### src/rtl/arb_rr_16_2_bit_pkg.sv
// Shared widths and FSM encoding for the 16-source round-robin arbiter slice.
package arb_rr_16_2_bit_pkg;

    localparam int NUM_REQ = 16;
    localparam int SEL_W   = 4;
    localparam int DATA_W  = 2;

    typedef enum logic {
        ST_IDLE  = 1'b0,
        ST_GRANT = 1'b1
    } state_t;

endpackage

### src/rtl/mux_16_2_bit.sv
// 16:1 mux of 2-bit payloads; purely combinational, zero latency.
// No flow control: the select is held stable by the arbiter for a whole grant.
module mux_16_2_bit
    import arb_rr_16_2_bit_pkg::*;
(
    input  logic [NUM_REQ*DATA_W-1:0] in_data,
    input  logic [SEL_W-1:0]          sel,
    output logic [DATA_W-1:0]         out_data
);

    assign out_data = in_data[{sel, 1'b0} +: DATA_W];

endmodule

### src/rtl/rr_pick_16.sv
// Rotate-priority finder: first set request at or after ptr, wrapping 15->0.
// Combinational, zero latency; no flow control.
module rr_pick_16
    import arb_rr_16_2_bit_pkg::*;
(
    input  logic [NUM_REQ-1:0] req,
    input  logic [SEL_W-1:0]   ptr,
    output logic               found,
    output logic [SEL_W-1:0]   idx
);

    // Walk from farthest to nearest so the closest hit to ptr overwrites the rest.
    always_comb begin
        found = 1'b0;
        idx   = ptr;
        for (int k = NUM_REQ - 1; k >= 0; k--) begin
            if (req[ptr + SEL_W'(k)]) begin
                found = 1'b1;
                idx   = ptr + SEL_W'(k);
            end
        end
    end

endmodule

### src/rtl/arb_rr_16_2_bit.sv
// Round-robin arbiter over 16 sources, bursts of up to MAX_BEATS beats; 1-cycle arbitration, one IDLE cycle per release.
// out_ready low holds the beat and the burst counter; out_valid never depends on out_ready.
module arb_rr_16_2_bit
    import arb_rr_16_2_bit_pkg::*;
#(
    parameter int MAX_BEATS = 4,
    parameter int CNT_W     = 3
) (
    input  logic                      clock,
    input  logic                      reset,
    input  logic [NUM_REQ-1:0]        req,
    input  logic [NUM_REQ*DATA_W-1:0] in_data,
    input  logic                      out_ready,
    output logic                      out_valid,
    output logic [DATA_W-1:0]         out_data,
    output logic [SEL_W-1:0]          out_sel,
    output logic [NUM_REQ-1:0]        grant
);

    localparam logic [CNT_W-1:0] LAST_BEAT = CNT_W'(MAX_BEATS - 1);

    state_t             r_state;
    logic [SEL_W-1:0]   r_sel;
    logic [SEL_W-1:0]   r_ptr;
    logic [CNT_W-1:0]   r_cnt;

    logic               w_found;
    logic [SEL_W-1:0]   w_idx;
    logic [DATA_W-1:0]  w_mux_dat;
    logic               w_in_grant;
    logic               w_xfer;

    rr_pick_16 u_pick (
        .req   (req),
        .ptr   (r_ptr),
        .found (w_found),
        .idx   (w_idx)
    );

    mux_16_2_bit u_mux (
        .in_data  (in_data),
        .sel      (out_sel),
        .out_data (w_mux_dat)
    );

    assign w_in_grant = (r_state == ST_GRANT);
    // A burst abandoned by reset must not report a beat in the reset cycle.
    assign out_valid  = w_in_grant & req[r_sel] & ~reset;
    assign out_data   = out_valid ? w_mux_dat : '0;
    assign out_sel    = r_sel;
    assign grant      = w_in_grant ? (NUM_REQ'(1) << r_sel) : '0;
    assign w_xfer     = out_valid & out_ready;

    always_ff @(posedge clock) begin
        if (reset) begin
            r_state <= ST_IDLE;
            r_sel   <= '0;
            r_ptr   <= '0;
            r_cnt   <= '0;
        end else begin
            unique case (r_state)
                ST_IDLE: begin
                    if (w_found) begin
                        r_sel   <= w_idx;
                        r_cnt   <= '0;
                        r_state <= ST_GRANT;
                    end
                end
                ST_GRANT: begin
                    if (!req[r_sel]) begin
                        r_state <= ST_IDLE;
                        r_ptr   <= r_sel + SEL_W'(1);
                    end else if (w_xfer) begin
                        if (r_cnt == LAST_BEAT) begin
                            r_state <= ST_IDLE;
                            r_ptr   <= r_sel + SEL_W'(1);
                        end else begin
                            r_cnt <= r_cnt + CNT_W'(1);
                        end
                    end
                end
                default: r_state <= ST_IDLE;
            endcase
        end
    end

endmodule

### config.mk
export PLATFORM = sky130hd
export DESIGN_NAME = arb_rr_16_2_bit
export DESIGN_NICKNAME = d
export VERILOG_FILES = /design/src/rtl/arb_rr_16_2_bit_pkg.sv /design/src/rtl/mux_16_2_bit.sv /design/src/rtl/rr_pick_16.sv /design/src/rtl/arb_rr_16_2_bit.sv
export SDC_FILE = /design/constraint.sdc
export NUM_CORES = 1
export LEC_CHECK = 0
export CAP_MARGIN = 25
export CORE_ASPECT_RATIO = 1.2
export CORE_MARGIN = 1.5
export CORE_UTILIZATION = 40
export DETAILED_ROUTE_END_ITERATION = 16
export GPL_TIMING_DRIVEN = 0
export PLACE_DENSITY_LB_ADDON = 0.05
export SYNTH_ARGS = -nofsm -noshare
export SYNTH_HDL_FRONTEND = slang
export SYNTH_SLANG_ARGS = --single-unit
### constraint.sdc
create_clock -name clock -period 7.4 [get_ports clock]
set_clock_uncertainty 0.15 [all_clocks]
set_input_delay 0.74 -clock clock [delete_from_list [all_inputs] [get_ports clock]]
set_output_delay 0.74 -clock clock [all_outputs]
set_load 0.03 [all_outputs]
==> results of run 1 <==
[cell usage after synthesis (all sizes together), types with 2 or more instances]
| library cell | number | area share |
|---|---|---|
| a31oi | 7 | 0.014 |
| a221oi | 3 | 0.0081 |
| o211ai | 3 | 0.0069 |
| nor3 | 11 | 0.017 |
| a2111oi | 3 | 0.0081 |
| xor2 | 4 | 0.011 |
| o22ai | 8 | 0.015 |
| buf | 11 | 0.019 |
| or3 | 2 | 0.0039 |
| inv | 18 | 0.021 |
| nand4 | 5 | 0.0096 |
| a32o | 2 | 0.0062 |
| mux2 | 6 | 0.022 |
| nor2b | 5 | 0.0096 |
| dfxtp | 12 | 0.074 |
| ha | 15 | 0.058 |
| clkbuf | 14 | 0.016 |
| and4 | 2 | 0.0054 |
| clkinv | 3 | 0.0035 |
| a311oi | 2 | 0.0054 |
| or2 | 2 | 0.0039 |
| nor4 | 4 | 0.0096 |
| nand3 | 22 | 0.034 |
| nor2 | 39 | 0.045 |
| a21boi | 2 | 0.0046 |
| a211oi | 7 | 0.016 |
| and3 | 4 | 0.0077 |
| nand2 | 49 | 0.057 |
| a21oi | 25 | 0.039 |
| mux2i | 38 | 0.12 |
| xnor2 | 9 | 0.029 |
| mux4 | 33 | 0.23 |
| o21ai | 18 | 0.028 |
[layout make-up]
type / instances / share of cell area
flip-flops and latches: 12 / 0.0582
inverters: 21 / 0.0191
clock buffers: 3 / 0.0100
repair buffers: 73 / 0.177
plain buffers: 25 / 0.0276
multi-input cells: 345 / 0.680
well taps: 92 / 0.0279
[power groups by stage]
stage | Sequential, uW | Clock (uW) | Combinational (uW)
finish | 98.6 | 57.0 | 1580
global route | 101 | 62.8 | 1700
CTS | 98.6 | 59.0 | 1540
detailed placement | 99.6 | 0 | 1530
global placement | 99.5 | 0 | 1520
floorplan | 107 | 0 | 1130
[critical path, cell delays in order (launching register included)]
cell and delay, ns:
dfxtp_1 0.50, clkbuf_1 0.43, inv_1 0.32, ha_1 0.36, buf_2 0.24, buf_4 0.27, mux2i_1 0.29, mux2i_1 0.18
mux4_2 0.64, nor2_1 0.21, nand2_1 0.09, nor4_2 0.34, or2_2 0.21, nor4_1 0.05, mux2_2 0.27, a311o_1 0.32
[per-stage QoR]
step	power (uW)	hold slack, ns	setup WS, ns	std cells	utilization
2_1_floorplan	1240	0.306	3.31	403	-
3_3_place_gp	1620	0.322	2.50	568	0.528
3_5_place_dp	1630	0.333	2.46	568	0.528
4_1_cts	1700	0.340	2.41	571	0.533
5_1_grt	1860	0.388	2.09	571	0.533
6_report	1730	0.341	2.41	571	0.533
[cells in the final DEF, fill, tap and decap left out, drive strengths merged, types with 2 or more instances in the layout]
cell           count
a2111oi            3
a21boi             2
dfxtp             12
ha                15
nor3              11
and3               4
a211oi             7
a221oi             3
clkinv             3
o22ai              8
xnor2              9
nand4              5
or2                2
nor2b              5
a311oi             2
mux2i             38
xor2               4
inv               18
or3                2
nor2              39
mux4              33
o211ai             3
a31oi              7
and4               2
nor4               4
a21oi             25
clkbuf            17
a32o               2
nand2             49
mux2               6
nand3             22
clkdlybuf4s50     73
buf               11
o21ai             18
[cells by family (layout without fill, tap and decap cells)]
family	after synthesis	in the layout	share of synthesized area
xor gates and xnor gates	13	13	0.0397
DFF	12	12	0.0741
and+or+nand+nor	149	149	0.213
adders and majority gates	15	15	0.0579
muxes	77	77	0.375
buffers and inverters	46	122	0.0594
AOI/OAI and AO/OA	91	91	0.181
[registers in the layout, indices dropped and copies added, names as in the netlist]
register and count:
r_ptr 4, r_cnt 3, out_sel 4, r_state 1
[layer usage]
layer	GRT usage	vias to the layer above
met2	0.468	214
met3	0.0448	26
met5	0	-
met4	0.0933	0
li1	-	1695
met1	0.366	1690
[worst paths after layout]
check / from / to / slack (ns) / depth (start not counted)
worst max register to register: r_ptr[1] / out_sel[0] / 2.41 / 15
worst min-delay path: r_cnt[0] / r_cnt[0] / 0.34 / 2
worst max-delay path: r_ptr[1] / out_sel[0] / 2.41 / 15
worst min register to register: r_cnt[0] / r_cnt[0] / 0.34 / 2
==> flow_summary.json, run 1 <==
{
  "status": "finished, final reports clean",
  "power_density_nw_per_um2": 419,
  "tritoncts": "built",
  "post_cts_resized": 0,
  "cp-start-kind": "flop",
  "power_switching_uw": 1010,
  "hold_path_class": "reg -> reg",
  "io_pins": 74,
  "gp_congestion": 1.03,
  "fin_nets": 547,
  "wl_met2_um": 5450,
  "period_needed_ns": 4.99,
  "clk-insertion-delay-late_ns": 0.23,
  "seqPwrFrac": 0.057,
  "rsz0062_at_grt": "no",
  "fmax_mhz": 201,
  "totalWireLength_um": 11600,
  "postCtsSetupRepairBufs": 0,
  "switching_share": 0.581,
  "grt_pass1_vias": 3589,
  "ctsHoldBuffers": 0,
  "relSlewSlack": 0.437,
  "yosys_warnings": 0,
  "syn_nets": 469,
  "grt_usage": 0.279,
  "clk_pin_slew_worst_paths_ns": 0.05,
  "avgSynthCellArea_sq_um": 8.05,
  "synth_edf_count": 0,
  "maxCapViolCount": 0,
  "drtIter0Drc": 283,
  "grt.overflow.total": 0,
  "highest_layer": "met4",
  "cts_root_buffer": "clkbuf_8",
  "final_area_sq_um": 4130,
  "p_leak_uw": 0.00145,
  "core_sq_um": 7750,
  "drive_gt1_frac": 0.123,
  "hold_viol": 0,
  "first_pass_iters": 5,
  "die_w_um": 85.2,
  "crit_type": "reg -> reg",
  "post-route-drc-count": 0,
  "clock_power_share": 0.033,
  "cts_buffers": 3,
  "dieHeight_um": 102,
  "antenna_cells": 0,
  "n_fill_cell": 762,
  "comb_power_share": 0.910,
  "ys_ff_latch": 12,
  "routed_via_density": 6.35,
  "areaGrowthSynthToFinish_pct": 27.4,
  "cts_sinks": 12,
  "slew_violations": 0,
  "yosysUniqueCellTypes": 60,
  "wl_met1_um": 4800,
  "netlist_area_sq_um": 3240,
  "end_kind": "flop",
  "synthFlopType": "dfxtp_1",
  "route.met3.wl_um": 965,
  "portBuffers": 73,
  "cts_buffer_depth": 2,
  "ys_seq_area_frac": 0.0741,
  "seq_area_sq_um": 240,
  "worst_slew_pin_slew_ns": 0.838,
  "fin_tns_setup_ns": 0,
  "ctsHtreeMaxLevel": 1,
  "crit_arrival_ns": 4.95,
  "dp_hpwl_um": 9300,
  "critPathMaxFanout": 10,
  "row_count": 35,
  "period_share": 0.674,
  "start_util": 0.418,
  "async_reset_ff_frac": 0,
  "setup_violations": 0,
  "wl_per_cell_um": 20.3,
  "p_int_uw": 726,
  "drtAntennaViolNets": 0,
  "vias": 3625,
  "antenna_found_initial": 0,
  "multiInputGateArea_sq_um": 2810,
  "dpl_cell_area_sq_um": 4090,
  "syn_inst": 403,
  "vdd_drop_max_v": 0.000167,
  "floorplan.die_area_sq_um": 8660,
  "grt_max_degree": 13,
  "required_ns": 7.36,
  "grt_pass1_wl_um": 19100
}
(Power assumes the default switching activity.)
==> inputs of run 2 (changes only) <==
==> constraint.sdc (replaced) <==
create_clock -name clock -period 4.9 [get_ports clock]
set_clock_uncertainty 0.15 [all_clocks]
set_input_delay 0.49 -clock clock [delete_from_list [all_inputs] [get_ports clock]]
set_output_delay 0.49 -clock clock [all_outputs]
set_load 0.03 [all_outputs]
==> run 2 against run 1 <==
  * Combinational power grew 51%
  * Routed wire length barely moved
  * Hold slack hardly changed
  * Final area rose by 0.15%
  * Non-clock buffer count fell by 1
  * First-iteration DRC count is 15% higher
  * Critical endpoint is now out_sel[3]
  * Highest routed layer unchanged
==> flow_summary.json, run 2 (synthesis results as in run 1) <==
{
  "status": "finished, final reports clean",
  "power_density_nw_per_um2": 633,
  "dp_hpwl_um": 9300,
  "cts_sinks": 12,
  "fin_tns_setup_ns": 0,
  "setup_violations": 0,
  "period_needed_ns": 4.63,
  "hold_path_class": "reg -> reg",
  "grt_pass1_wl_um": 19200,
  "maxCapViolCount": 0,
  "floorplan.die_area_sq_um": 8660,
  "slew_violations": 0,
  "hold_viol": 0,
  "cts_buffer_depth": 2,
  "final_area_sq_um": 4140,
  "p_leak_uw": 0.00146,
  "wl_per_cell_um": 20.3,
  "gp_congestion": 1.03,
  "cp-start-kind": "flop",
  "comb_power_share": 0.910,
  "wl_met1_um": 4910,
  "dpl_cell_area_sq_um": 4090,
  "tritoncts": "built",
  "grt.overflow.total": 0,
  "antenna_cells": 0,
  "wl_met2_um": 5500,
  "switching_share": 0.578,
  "dp.cells": 568,
  "areaGrowthSynthToFinish_pct": 27.5,
  "fin_nets": 546,
  "p_int_uw": 1100,
  "worst_slew_pin_slew_ns": 0.833,
  "die_w_um": 85.2,
  "critPathMaxFanout": 10,
  "portBuffers": 73,
  "clock_power_share": 0.033,
  "seqPwrFrac": 0.057,
  "period_share": 0.946,
  "grt_pass1_vias": 3587,
  "clk-insertion-delay-late_ns": 0.23,
  "vias": 3562,
  "fmax_mhz": 216,
  "drtIter0Drc": 326,
  "ctsHoldBuffers": 0,
  "grt_usage": 0.281,
  "final_common_cell": "clkdlybuf4s50_1",
  "power_switching_uw": 1510,
  "rsz0062_at_grt": "no",
  "post-route-drc-count": 0,
  "cts_buffers": 3,
  "cts_root_buffer": "clkbuf_8",
  "final_cell_mix": "clkdlybuf4s50_1, nand2_1, nor2_1",
  "row_count": 35,
  "totalWireLength_um": 11600,
  "route.met3.wl_um": 849,
  "first_pass_iters": 5,
  "highest_layer": "met4",
  "crit_arrival_ns": 4.62,
  "grt_max_degree": 13,
  "crit_type": "reg -> reg",
  "drtAntennaViolNets": 0,
  "routed_via_density": 6.25,
  "antenna_found_initial": 0,
  "required_ns": 4.89,
  "ctsHtreeMaxLevel": 1,
  "core_sq_um": 7750,
  "start_util": 0.418,
  "io_pins": 74,
  "end_kind": "flop",
  "clk_pin_slew_worst_paths_ns": 0.05,
  "fin_cells": 570,
  "relSlewSlack": 0.441,
  "vdd_drop_max_v": 0.000253,
  "drive_gt1_frac": 0.126,
  "dieHeight_um": 102
}
[run 2: worst max-delay path: stages, from the launching register on]
cell      delay (ns)
dfxtp_1         0.51
clkbuf_4        0.29
inv_1           0.20
ha_1            0.33
buf_2           0.24
buf_4           0.27
mux2i_1         0.29
mux2i_1         0.18
mux4_2          0.58
nor2_1          0.18
nand2_1         0.09
nor4_2          0.35
or2_2           0.21
buf_2           0.24
a311oi_1        0.10
a221oi_1        0.32
[run 2: area by class of cell]
cell class / count / area, sq um
plain buffers: 23 / 113
repair buffers: 74 / 738
multi-input cells: 345 / 2810
fillers: 761 / 3610
well taps: 92 / 115
flip-flops and latches: 12 / 240
clock buffers: 3 / 41.3
inverters: 21 / 78.8
[run 2: final timing paths]
| path | slack, ns | depth (start not counted) | startpoint | endpoint |
|---|---|---|---|---|
| setup / recovery | 0.27 | 15 | r_ptr[1] | out_sel[3] |
| hold reg to reg | 0.34 | 2 | r_cnt[0] | r_cnt[0] |
| setup reg to reg | 0.27 | 15 | r_ptr[1] | out_sel[3] |
| hold / removal | 0.34 | 2 | r_cnt[0] | r_cnt[0] |
[run 2: power by group through the flow]
stage / Clock, uW / Combinational [uW] / Sequential [uW]
floorplan: 0 / 1700 / 162
global placement: 0 / 2290 / 150
detailed placement: 0 / 2310 / 150
CTS: 89.1 / 2340 / 149
global route: 94.9 / 2580 / 154
finish: 86.1 / 2380 / 150
[run 2: routing by layer]
metal,vias up,global-route usage
li1,1693,-
met1,1672,0.372
met2,173,0.469
met3,24,0.0432
met4,0,0.0933
met5,-,0
[run 2: what timing repair did]
item                                    in CTS  in global routing
endpoints found under the setup margin       3                  6
resized for setup                            1                  3
setup buffers                                1                  0
[run 2: per-stage QoR]
stage	setup WS [ns]	utilization	power, uW	hold slack [ns]
floorplan	0.810	-	1870	0.306
global placement	-0.000718	0.528	2450	0.322
detailed placement	-0.0394	0.528	2460	0.333
CTS	0.0791	0.534	2580	0.340
global route	0.00151	0.534	2830	0.388
finish	0.265	0.534	2620	0.341
==> inputs of run 3 (changes only) <==
--- a/config.mk
+++ b/config.mk
@@ -12,6 +12,7 @@
 export DETAILED_ROUTE_END_ITERATION = 16
 export GPL_TIMING_DRIVEN = 0
 export PLACE_DENSITY_LB_ADDON = 0.05
+export SLEW_MARGIN = 15
 export SYNTH_ARGS = -nofsm -noshare
 export SYNTH_HDL_FRONTEND = slang
 export SYNTH_SLANG_ARGS = --single-unit
==> results of run 3 <==
Same layout as run 2: the final DEF is identical, and so are final timing and power.
